[config.mk]
export PLATFORM = sky130hd
export DESIGN_NAME = mem_port_arbiter_flat
export DESIGN_NICKNAME = d
export VERILOG_FILES = /design/src/rtl/mem_port_arbiter_pkg.sv /design/src/rtl/mem_port_arbiter_if.sv /design/src/rtl/mem_port_arbiter_rr_pick4.sv /design/src/rtl/mem_port_arbiter.sv /design/src/flat_wrapper.sv
export SDC_FILE = /design/constraint.sdc
export NUM_CORES = 1
export LEC_CHECK = 0
export CAP_MARGIN = 20
export CORE_ASPECT_RATIO = 0.75
export CORE_MARGIN = 4
export CORE_UTILIZATION = 25
export CTS_BUF_LIST = sky130_fd_sc_hd__clkbuf_8
export CTS_CLUSTER_DIAMETER = 100
export DETAILED_ROUTE_END_ITERATION = 8
export GPL_ROUTABILITY_DRIVEN = 0
export PLACE_DENSITY_LB_ADDON = 0.12
export RECOVER_POWER = 25
export SLEW_MARGIN = 30
export SYNTH_ARGS = -nofsm -noshare
export SYNTH_HDL_FRONTEND = slang
export SYNTH_HIERARCHICAL = 1
export SYNTH_SLANG_ARGS = --single-unit
[constraint.sdc]
create_clock -name clk -period 2.7 [get_ports clk]
set_clock_uncertainty 0.2 [all_clocks]
set_input_delay 0.54 -clock clk [delete_from_list [all_inputs] [get_ports clk]]
set_output_delay 0.54 -clock clk [all_outputs]
set_load 0.01 [all_outputs]
[src/rtl/mem_port_arbiter_pkg.sv]
// Shared definitions for the four-requester memory port arbiter.
package mem_port_arbiter_pkg;

  typedef enum logic [1:0] {
    ST_IDLE  = 2'd0,
    ST_ISSUE = 2'd1,
    ST_WAIT  = 2'd2
  } state_e;

  localparam int NUM_REQ = 4;

  localparam logic [1:0] REQ_IFETCH   = 2'd0;
  localparam logic [1:0] REQ_LSU      = 2'd1;
  localparam logic [1:0] REQ_UNCACHED = 2'd2;
  localparam logic [1:0] REQ_DEBUG    = 2'd3;

  function automatic logic [NUM_REQ-1:0] idx2oh(input logic [1:0] i);
    return 4'b0001 << i;
  endfunction

endpackage

[src/rtl/mem_port_arbiter_if.sv]
// Requester-side and shared-port signals of the arbiter; slave is the arbiter view.
interface mem_port_arbiter_if #(
  parameter int WIDTH = 32
);
  logic [3:0]       req;
  logic [WIDTH-1:0] addr0;
  logic [WIDTH-1:0] addr1;
  logic [WIDTH-1:0] addr2;
  logic [WIDTH-1:0] addr3;
  logic [3:0]       gnt;
  logic [1:0]       sel;
  logic             bus_valid;
  logic [WIDTH-1:0] bus_addr;
  logic             bus_ready;
  logic             bus_done;
  logic [3:0]       done;
  logic             timeout_err;

  modport slave (
    input  req, addr0, addr1, addr2, addr3, bus_ready, bus_done,
    output gnt, sel, bus_valid, bus_addr, done, timeout_err
  );

  modport master (
    output req, addr0, addr1, addr2, addr3, bus_ready, bus_done,
    input  gnt, sel, bus_valid, bus_addr, done, timeout_err
  );
endinterface

[src/rtl/mem_port_arbiter_rr_pick4.sv]
// Combinational round-robin pick: first set request after 'last', wrapping.
module rr_pick4
  import mem_port_arbiter_pkg::*;
(
  input  logic [NUM_REQ-1:0] req,
  input  logic [1:0]         last,
  output logic               found,
  output logic [1:0]         idx
);

  logic [1:0] cand;

  always_comb begin
    found = 1'b0;
    idx   = 2'd0;
    cand  = 2'd0;
    // k = NUM_REQ wraps back to 'last' itself, which is lowest priority
    for (int k = 1; k <= NUM_REQ; k++) begin
      cand = last + 2'(k);
      if (!found && req[cand]) begin
        found = 1'b1;
        idx   = cand;
      end
    end
  end

endmodule

[src/rtl/mem_port_arbiter.sv]
// Shares one memory request port among four requesters; grant held per transaction.
module mem_port_arbiter
  import mem_port_arbiter_pkg::*;
#(
  parameter int WIDTH   = 32,
  parameter int TIMEOUT = 255
) (
  input  logic              clk,
  input  logic              rst,
  mem_port_arbiter_if.slave bus
);

  localparam logic [7:0] TO_CNT = 8'(TIMEOUT);

  state_e               state_q, state_d;
  logic [NUM_REQ-1:0]   gnt_q, gnt_d;
  logic [1:0]           sel_q, sel_d;
  logic [1:0]           last_q, last_d;
  logic [7:0]           cnt_q, cnt_d;
  logic                 pick_found;
  logic [1:0]           pick_idx;
  logic [NUM_REQ-1:0]   done_c;
  logic                 timeout_c;
  logic [WIDTH-1:0]     addr_sel;

  rr_pick4 u_pick (
    .req   (bus.req),
    .last  (last_q),
    .found (pick_found),
    .idx   (pick_idx)
  );

  always_ff @(posedge clk or posedge rst) begin
    if (rst) begin
      state_q <= ST_IDLE;
      gnt_q   <= '0;
      sel_q   <= REQ_IFETCH;
      last_q  <= REQ_DEBUG;
      cnt_q   <= '0;
    end else begin
      state_q <= state_d;
      gnt_q   <= gnt_d;
      sel_q   <= sel_d;
      last_q  <= last_d;
      cnt_q   <= cnt_d;
    end
  end

  always_comb begin
    state_d   = state_q;
    gnt_d     = gnt_q;
    sel_d     = sel_q;
    last_d    = last_q;
    cnt_d     = cnt_q;
    done_c    = '0;
    timeout_c = 1'b0;
    unique case (state_q)
      ST_IDLE: begin
        cnt_d = '0;
        if (pick_found) begin
          state_d = ST_ISSUE;
          sel_d   = pick_idx;
          gnt_d   = idx2oh(pick_idx);
          last_d  = pick_idx;
        end
      end
      ST_ISSUE: begin
        if (bus.bus_ready) begin
          if (bus.bus_done) begin
            done_c  = gnt_q;
            state_d = ST_IDLE;
            gnt_d   = '0;
            sel_d   = REQ_IFETCH;
          end else begin
            state_d = ST_WAIT;
            cnt_d   = '0;
          end
        end
      end
      ST_WAIT: begin
        // a completion in the final counted cycle still wins over the abort
        if (bus.bus_done) begin
          done_c  = gnt_q;
          state_d = ST_IDLE;
          gnt_d   = '0;
          sel_d   = REQ_IFETCH;
        end else if (cnt_q == TO_CNT) begin
          timeout_c = 1'b1;
          state_d   = ST_IDLE;
          gnt_d     = '0;
          sel_d     = REQ_IFETCH;
        end else begin
          cnt_d = cnt_q + 8'd1;
        end
      end
      default: begin
        state_d = ST_IDLE;
        gnt_d   = '0;
        sel_d   = REQ_IFETCH;
      end
    endcase
  end

  always_comb begin
    unique case (sel_q)
      2'd0:    addr_sel = bus.addr0;
      2'd1:    addr_sel = bus.addr1;
      2'd2:    addr_sel = bus.addr2;
      default: addr_sel = bus.addr3;
    endcase
  end

  assign bus.gnt         = gnt_q;
  assign bus.sel         = sel_q;
  assign bus.bus_valid   = (state_q == ST_ISSUE);
  assign bus.bus_addr    = addr_sel;
  assign bus.done        = done_c;
  assign bus.timeout_err = timeout_c;

endmodule

[src/flat_wrapper.sv]
// flat-port wrapper written by rule: the top's interface ports become plain ports
module mem_port_arbiter_flat import mem_port_arbiter_pkg::*;
#(
  parameter int WIDTH   = 32,
  parameter int TIMEOUT = 255
)
  (clk, rst, bus_req, bus_addr0, bus_addr1, bus_addr2, bus_addr3, bus_bus_ready, bus_bus_done, bus_gnt, bus_sel, bus_bus_valid, bus_bus_addr, bus_done, bus_timeout_err);
  mem_port_arbiter_if #(.WIDTH(WIDTH)) bus_i ();
  input  logic clk;
  input  logic rst;
  input wire logic [$bits(bus_i.req)-1:0] bus_req;
  input wire logic [$bits(bus_i.addr0)-1:0] bus_addr0;
  input wire logic [$bits(bus_i.addr1)-1:0] bus_addr1;
  input wire logic [$bits(bus_i.addr2)-1:0] bus_addr2;
  input wire logic [$bits(bus_i.addr3)-1:0] bus_addr3;
  input wire logic [$bits(bus_i.bus_ready)-1:0] bus_bus_ready;
  input wire logic [$bits(bus_i.bus_done)-1:0] bus_bus_done;
  output wire logic [$bits(bus_i.gnt)-1:0] bus_gnt;
  output wire logic [$bits(bus_i.sel)-1:0] bus_sel;
  output wire logic [$bits(bus_i.bus_valid)-1:0] bus_bus_valid;
  output wire logic [$bits(bus_i.bus_addr)-1:0] bus_bus_addr;
  output wire logic [$bits(bus_i.done)-1:0] bus_done;
  output wire logic [$bits(bus_i.timeout_err)-1:0] bus_timeout_err;
  assign bus_i.req = bus_req;
  assign bus_i.addr0 = bus_addr0;
  assign bus_i.addr1 = bus_addr1;
  assign bus_i.addr2 = bus_addr2;
  assign bus_i.addr3 = bus_addr3;
  assign bus_i.bus_ready = bus_bus_ready;
  assign bus_i.bus_done = bus_bus_done;
  assign bus_gnt = bus_i.gnt;
  assign bus_sel = bus_i.sel;
  assign bus_bus_valid = bus_i.bus_valid;
  assign bus_bus_addr = bus_i.bus_addr;
  assign bus_done = bus_i.done;
  assign bus_timeout_err = bus_i.timeout_err;
  mem_port_arbiter #(.WIDTH(WIDTH), .TIMEOUT(TIMEOUT)) u_core (.clk(clk), .rst(rst), .bus(bus_i));
endmodule
==> results of run 1 <==
[logic make-up after synthesis]
group                    count (synthesis)  share of synthesized area, %
buffers and inverters                   17                          3.68
AND/OR/NAND/NOR                         51                          15.8
AO/OA/AOI/OAI                           28                          12.2
flip-flops                              18                          23.8
adder cells (fa/ha/maj)                  6                          3.94
multiplexers                            37                          40.6
[area by class of cell]
class | instances | area (um2)
fill | 694 | 3330
timing repair buffer | 198 | 1980
multi-input combinational | 122 | 1390
sequential | 18 | 455
tap | 101 | 126
clock buffer | 4 | 55.1
inverter | 7 | 26.3
[worst paths after layout]
kind                                    from                 to  slack (ps)  cells past startpoint
min in group asynchronous                rst    u_core/cnt_q[3]         640                      2
setup / recovery               bus_addr0[12]   bus_bus_addr[12]          30                      3
hold reg to reg             u_core/last_q[1]   u_core/last_q[1]         310                      2
setup reg to reg           u_core/state_q[0]    u_core/cnt_q[7]         360                      7
hold / removal              u_core/last_q[1]   u_core/last_q[1]         310                      2
max in group asynchronous                rst  u_core/bus.sel[0]        1150                      2
[cell usage after synthesis (2+ instances only)]
cell and count:
inv_1 7, dfrtp_1 16, dfstp_2 2, clkbuf_1 5
a22o_1 3, nor4b_1 2, nor2_1 6, nand4_1 2
mux2i_1 3, a21o_1 5, and3b_1 2, nor4_1 2
nor2b_1 3, nand2b_1 4, a211o_1 4, a21oi_1 6
nand3_1 4, and3_1 2, ha_1 6, nand2_1 10
mux2_2 2, buf_2 4, mux4_2 32, and2_1 5
[power groups by stage]
stage / Clock, W / Sequential, W / Combinational (W)
global route: 0.000243 / 0.000448 / 0.00209
finish: 0.000221 / 0.000434 / 0.00194
CTS: 0.000232 / 0.000427 / 0.00190
floorplan: 0 / 0.000425 / 0.000975
global placement: 0 / 0.000437 / 0.00189
detailed placement: 0 / 0.000438 / 0.00189
[flip-flops by register name (all words and copies together), names as in the netlist]
name,cells
u_core/bus.gnt,4
u_core/bus.sel,2
u_core/cnt_q,8
u_core/last_q,2
u_core/state_q,2
[layer usage]
layer	share of wire, %	global-route usage (%)
met5	0	0
met3	9.8	6.88
met4	0.83	2.18
met1	39	21.4
met2	51	33.6
[worst reg2reg max path: stages, from the launching register on]
cell and delay (ps):
dfrtp_1 390, buf_4 140, ha_1 210, buf_4 150, nor2b_1 190, o31a_2 360, or3b_1 380, o221a_1 200
[through the flow]
| step | hold WS (ps) | std cells | setup slack (ps) |
|---|---|---|---|
| CTS | 309 | 443 | 2.37 |
| global placement | 295 | 437 | -40.1 |
| finish | 307 | 450 | 31.1 |
| floorplan | 273 | 157 | 533 |
| global route | 336 | 450 | -9.72 |
| detailed placement | 298 | 437 | -70.7 |
[timing repair]
| action | in CTS | in global routing |
|---|---|---|
| gates cloned | 0 | 1 |
| hold endpoints to repair | 0 | 0 |
| setup endpoints to repair | 10 | 23 |
| pin swaps | 0 | 0 |
| resized for setup | 11 | 12 |
| hold buffers | 0 | 0 |
| buffers inserted | 2 | 6 |
==> results.json, run 1 <==
{
  "nets": 492,
  "yosys.cell_types.count": 44,
  "p_seq_share_pct": 16.7,
  "cts.path.max_buffers": 2,
  "crit_arrival_ps": 1930,
  "irDropWorstVdd_uv": 548,
  "synth_area_per_cell_um2": 12.1,
  "share_comb_of_total_power_pct": 74.8,
  "grt_start_max_net_pins": 29,
  "crit_type": "input pin to primary output",
  "antennaDiodeCount": 0,
  "intPower_w": 0.00165,
  "grt_overflow": 0,
  "cp_max_fo": 1,
  "clock-sinks": 18,
  "min_path_type": "register to register",
  "worstPathRequired_ps": 1960,
  "p_leak_nw": 1.69,
  "via_per_inst": 4.77,
  "synth-seq-area-share_pct": 23.8,
  "cp_cell_sequence": "clkdlybuf4s50_1 -> mux4_2 -> clkdlybuf4s50_1",
  "vias": 2147,
  "synth_edf_count": 0,
  "die_y_um": 83.6,
  "placed_cell_area_um2": 3880,
  "switching_share_pct": 36.3,
  "yosysWarnings": 6,
  "yosysTopAreaCell": "mux4_2",
  "netlist_top_cells_area": "mux4_2, dfrtp_1, ha_1, dfstp_2, a21o_1",
  "routed_wl_mm": 9.03,
  "cts_root_buf": "clkbuf_8",
  "fmax_ghz": 0.375,
  "dieWidth_um": 109,
  "end_kind": "primary output",
  "drt-initial-drc-count": 95,
  "post_drt_wl_per_cell_um": 20.1,
  "first_global_vias": 2117,
  "layout_commonest_cell": "clkdlybuf4s50_1",
  "critical-path-max-stage-delay_ps": 500,
  "die_area_um2": 9090,
  "track_usage_pct": 18.6,
  "ant_nets": 0,
  "synth_top_area_share_pct": 37.9,
  "tns_ps": 0,
  "insertion_delay_ps": 250,
  "drt_pass1_iterations": 4,
  "max-cap-violations": 0,
  "dp_hpwl_mm": 7.53,
  "utilization_pct": 54.8,
  "cts_buffers": 3,
  "worstSetupStartpointType": "input pin",
  "grt_pass1_wl_mm": 13.0,
  "period_share_pct": 98.8,
  "tightest_slew_ps": 722,
  "port_buffers": 179,
  "cts_tree": "yes",
  "power_density_nw_per_um2": 643,
  "most-common-layout-cells": "clkdlybuf4s50_1, mux4_2, buf_4, dfrtp_1, dlygate4sd2_1",
  "antenna_found_initial": 0,
  "num_rows": 27,
  "min_period_ps": 2670,
  "drive_gt1_share_pct": 20.3,
  "core_um2": 7360,
  "start_util_pct": 25.8,
  "p_switching_w": 0.000941,
  "total_power_w": 0.00259,
  "clockPowerShare_pct": 8.5,
  "relSlewSlack_pct": 51.8,
  "syn_nets": 299,
  "drv_slew": 0,
  "ys_ff_latch": 18,
  "clk_pin_slew_ps": 70,
  "drc": 0,
  "synth_area_um2": 1900,
  "setup_viol": 0,
  "yosys_most_used_dff": "dfrtp_1",
  "cp_top_family": "buffers and inverters",
  "design_area_um2": 4040,
  "synth_cells": 157,
  "crit_top_cell": "clkdlybuf4s50_1",
  "io_pins": 180,
  "timing.final.hold_violations": 0,
  "rsz0062_at_grt": "true",
  "status": "finished clean",
  "cts_max_level": 1,
  "synthArstFlopShare_pct": 100,
  "crit_buf_inv": 2,
  "areaGrowthSynthToFinish_pct": 112,
  "cp_slowest_cell": "clkdlybuf4s50_1"
}
Power figures use the tool's default switching activity.
==> inputs of run 2 (changes only) <==
- RECOVER_POWER: 25 -> 100
==> results.json, run 2 (synthesized netlist as in run 1, its figures left out) <==
{
  "post_drt_wl_per_cell_um": 20.0,
  "tightest_slew_ps": 721,
  "tns_ps": 0,
  "irDropWorstVdd_uv": 545,
  "cp_top_family": "buffers and inverters",
  "vias": 2149,
  "crit_type": "input pin to primary output",
  "antennaDiodeCount": 0,
  "drc": 0,
  "grt_start_max_net_pins": 29,
  "min_path_type": "register to register",
  "cts_root_buf": "clkbuf_8",
  "largest_reg_flops": 8,
  "rsz0062_at_grt": "true",
  "cp_cell_sequence": "clkdlybuf4s50_1 -> mux4_2 -> clkdlybuf4s50_1",
  "crit_buf_inv": 2,
  "core_um2": 7360,
  "start_util_pct": 25.8,
  "min_period_ps": 2670,
  "largest_register": "u_core/cnt_q",
  "crit_top_cell": "clkdlybuf4s50_1",
  "grt_overflow": 0,
  "end_kind": "primary output",
  "num_rows": 27,
  "first_global_vias": 2117,
  "timing.final.hold_violations": 0,
  "layout_commonest_cell": "clkdlybuf4s50_1",
  "via_per_inst": 4.78,
  "worstSetupStartpointType": "input pin",
  "setup_viol": 0,
  "r2r_start": "u_core/state_q[0]",
  "dieWidth_um": 109,
  "period_share_pct": 98.9,
  "max-cap-violations": 0,
  "clock-sinks": 18,
  "critical-path-max-stage-delay_ps": 500,
  "routed_wl_mm": 9.02,
  "cts.path.max_buffers": 2,
  "min_from": "u_core/last_q[1]",
  "holdWs_ps": 306,
  "seqCellArea_um2": 455,
  "io_pins": 180,
  "drt_pass1_iterations": 4,
  "drv_slew": 0,
  "multiInputGateArea_um2": 1380,
  "crit_arrival_ps": 1930,
  "cts_max_level": 1,
  "relSlewSlack_pct": 51.9,
  "drive_gt1_share_pct": 19.5,
  "nets": 492,
  "worstPathRequired_ps": 1960,
  "cts_buffers": 3,
  "nFillCells": 694,
  "fmax_ghz": 0.375,
  "antenna_found_initial": 0,
  "grt_pass1_wl_mm": 13.0,
  "most-common-layout-cells": "clkdlybuf4s50_1, mux4_2, dfrtp_1, buf_4, dlygate4sd2_1",
  "die_y_um": 83.6,
  "p_leak_nw": 1.70,
  "holdBufCountCts": 0,
  "areaGrowthSynthToFinish_pct": 111,
  "status": "finished clean",
  "clk_pin_slew_ps": 70,
  "cts_tree": "yes",
  "port_buffers": 179,
  "cp_slowest_cell": "clkdlybuf4s50_1",
  "insertion_delay_ps": 250,
  "track_usage_pct": 18.6,
  "dp_hpwl_mm": 7.53,
  "drt-initial-drc-count": 95,
  "cp_max_fo": 1,
  "cp-startpoint": "bus_addr0[12]",
  "die_area_um2": 9090,
  "ant_nets": 0,
  "power_density_nw_per_um2": 638
}
run 2: worst paths after layout:
check | endpoint | slack [ps] | cells after the start
max in group asynchronous | u_core/bus.sel[0] | 1150 | 2
min in group asynchronous | u_core/cnt_q[3] | 640 | 2
min | u_core/last_q[1] | 310 | 2
min reg2reg | u_core/last_q[1] | 310 | 2
max reg2reg | u_core/cnt_q[7] | 360 | 7
max | bus_bus_addr[12] | 30 | 3
run 2: final cells by class:
class | count | area share [%]
Sequential cell | 18 | 11.3
Tap cell | 101 | 3.14
Timing Repair Buffer | 198 | 49.3
Clock buffer | 4 | 1.37
Multi-Input combinational cell | 122 | 34.3
Inverter | 7 | 0.653
run 2: per-layer routing:
layer | share of wire [%] | wire length (um) | up-vias | GRT usage (%)
met4 | 0.83 | 75 | 0 | 2.18
met2 | 51 | 4570 | 78 | 33.6
li1 | - | - | 1022 | -
met5 | 0 | 0 | - | 0
met3 | 9.6 | 870 | 6 | 6.88
met1 | 39 | 3500 | 1043 | 21.4
run 2: worst min-delay path, stage by stage, from the launching register on:
cell,delay (ps)
dfstp_2,400
nand2_1,60
nand2_1,50
run 2: per-stage QoR:
stage | instances | instance area [um2] | setup slack [ps] | util [%] | total power, W
after floorplan | 157 | 1900 | 533 | - | 0.00140
after global placement | 437 | 3880 | -40.1 | 52.7 | 0.00233
after detailed placement | 437 | 3880 | -70.7 | 52.7 | 0.00233
after CTS | 443 | 3940 | 2.37 | 53.4 | 0.00256
after global routing | 450 | 4020 | -9.72 | 54.6 | 0.00275
final | 450 | 4020 | 30.6 | 54.6 | 0.00256
run 2: repair_timing:
action                                  4_1_cts  5_1_grt
endpoints found under the setup margin       10       23
pin swaps                                     0        0
hold endpoints to repair                      0        0
gates cloned                                  0        1
buffers inserted                              2        6
gates resized for setup                      11       12
run 2: power by group:
part           switching [W]  leakage, nW  internal (W)
sequential         0.0000766        0.235      0.000354
combinational       0.000765         1.44       0.00115
clock              0.0000914       0.0288      0.000129
total               0.000933         1.70       0.00163
==> inputs of run 3 (changes only) <==
--- a/config.mk
+++ b/config.mk
@@ -7,5 +7,5 @@
 export LEC_CHECK = 0
 export CAP_MARGIN = 20
-export CORE_ASPECT_RATIO = 0.75
+export CORE_ASPECT_RATIO = 2
 export CORE_MARGIN = 4
 export CORE_UTILIZATION = 25
==> constraint.sdc (replaced) <==
create_clock -name clk -period 2.7 [get_ports clk]
set_clock_uncertainty 0.2 [all_clocks]
set_input_delay 0.81 -clock clk [delete_from_list [all_inputs] [get_ports clk]]
set_output_delay 0.81 -clock clk [all_outputs]
set_load 0.01 [all_outputs]
==> results.json, run 3 (synthesized netlist as in run 1, its figures left out) <==
{
  "utilization_pct": 51.3,
  "critical-path-max-stage-delay_ps": 480,
  "nFillCells": 750,
  "crit_type": "input pin to primary output",
  "min_path_type": "register to register",
  "worstPathRequired_ps": 1690,
  "grt_start_max_net_pins": 21,
  "post_drt_wl_per_cell_um": 20.6,
  "drt-initial-drc-count": 70,
  "vias": 2215,
  "holdBufCountCts": 0,
  "holdPathStages": 2,
  "dieWidth_um": 69.7,
  "r2r_start": "u_core/state_q[1]",
  "min_from": "u_core/last_q[1]",
  "port_buffers": 179,
  "max-cap-violations": 0,
  "rsz0062_at_grt": "false",
  "share_comb_of_total_power_pct": 73.3,
  "crit_arrival_ps": 1660,
  "cp_slowest_cell": "mux4_2",
  "num_rows": 44,
  "fmax_ghz": 0.374,
  "irDropWorstVdd_uv": 445,
  "p_leak_nw": 1.83,
  "track_usage_pct": 19.5,
  "worstSetupStartpointType": "input pin",
  "grt_overflow": 0,
  "grt_pass1_wl_mm": 14.0,
  "cts.path.max_buffers": 2,
  "cts_tree": "yes",
  "drc": 0,
  "design_area_um2": 3760,
  "switching_share_pct": 39.8,
  "drive_gt1_share_pct": 29.7,
  "power_density_nw_per_um2": 649,
  "rr_worst_depth": 7,
  "timing.final.hold_violations": 0,
  "antenna_found_initial": 1,
  "most-common-layout-cells": "dlygate4sd2_1, mux4_2, clkbuf_2, buf_4, dfrtp_1",
  "largest_register": "u_core/cnt_q",
  "cts_root_buf": "clkbuf_8",
  "p_seq_share_pct": 17.6,
  "largest_reg_flops": 8,
  "via_per_inst": 4.92,
  "holdWs_ps": 296,
  "die_y_um": 131,
  "r2r_end": "u_core/cnt_q[7]",
  "cts_max_level": 1,
  "clk_pin_slew_ps": 70,
  "routed_wl_mm": 9.27,
  "period_share_pct": 99.0,
  "seqCellArea_um2": 454,
  "status": "finished clean",
  "drv_slew": 0,
  "clock-sinks": 18,
  "setup_viol": 0,
  "cts_buffers": 3,
  "multiInputGateArea_um2": 1370,
  "start_util_pct": 26.0,
  "tightest_slew_ps": 999,
  "first_global_vias": 2321,
  "rrSetupSlack_ps": 260,
  "p_switching_w": 0.000970,
  "layout_commonest_cell": "dlygate4sd2_1",
  "core_um2": 7320,
  "end_kind": "primary output",
  "cp_max_fo": 1,
  "relSlewSlack_pct": 33.4,
  "placed_cell_area_um2": 3990,
  "min_period_ps": 2670,
  "io_pins": 180,
  "drt_pass1_iterations": 4,
  "dp_hpwl_mm": 7.95,
  "cp_cell_sequence": "dlygate4sd2_1 -> mux4_2 -> buf_6",
  "clockPowerShare_pct": 9.1,
  "intPower_w": 0.00147,
  "ant_nets": 0,
  "nets": 500,
  "die_area_um2": 9160,
  "insertion_delay_ps": 250,
  "min_to": "u_core/last_q[1]",
  "areaGrowthSynthToFinish_pct": 97.5
}
run 3: final cells by class:
class | instances | share of cell area (%)
multi-input combinational | 122 | 36.5
inverter | 7 | 0.699
tap | 92 | 3.06
timing repair buffer | 206 | 46.1
antenna | 1 | 0.0666
clock buffer | 4 | 1.46
sequential | 18 | 12.1
run 3: per-stage QoR:
stage | setup WS [ps] | instances | total power (W) | TNS, ps
2_1_floorplan | 263 | 157 | 0.00140 | 0
3_3_place_gp | -528 | 443 | 0.00244 | -18070
3_5_place_dp | -554 | 443 | 0.00245 | -18480
4_1_cts | 7.29 | 449 | 0.00270 | 0
5_1_grt | 4.96 | 450 | 0.00261 | 0
6_report | 27.2 | 450 | 0.00244 | 0
run 3: worst max path at each step:
stage | startpoint | endpoint | slack, ps | cells past startpoint
2_1_floorplan | u_core/bus.sel[0] | bus_bus_addr[0] | 260 | 3
3_3_place_gp | bus_addr3[7] | bus_bus_addr[7] | -530 | 3
3_5_place_dp | bus_bus_ready | bus_done[3] | -550 | 5
4_1_cts | bus_addr1[26] | bus_bus_addr[26] | 7 | 3
5_1_grt | bus_addr0[28] | bus_bus_addr[28] | 5 | 3
6_report | bus_addr0[28] | bus_bus_addr[28] | 30 | 3
run 3: metal layers:
layer	up-vias	track usage, %	routed length, um
met2	121	38.7	5170
met5	-	0	0
li1	1037	-	-
met1	1053	19.8	3130
met3	4	5.73	877
met4	0	3.52	80
run 3: timing repair:
action                                  in CTS  in global routing
hold endpoints to repair                     0                  0
setup buffers                                2                  0
pin swaps                                    2                  2
cloned                                       0                  0
endpoints found under the setup margin      37                  9
resized for setup                          320                 10
run 3: critical path: cells and delay by family:
| kind | cells | cell delay, ps |
|---|---|---|
| buffers and inverters | 2 | 370 |
| muxes | 1 | 480 |
run 3: power groups by stage:
stage	Clock, W	Sequential, W	Combinational, W
final	0.000222	0.000428	0.00179
after detailed placement	0	0.000441	0.00201
after global routing	0.000238	0.000441	0.00193
after global placement	0	0.000436	0.00200
after CTS	0.000230	0.000436	0.00204
after floorplan	0	0.000425	0.000975
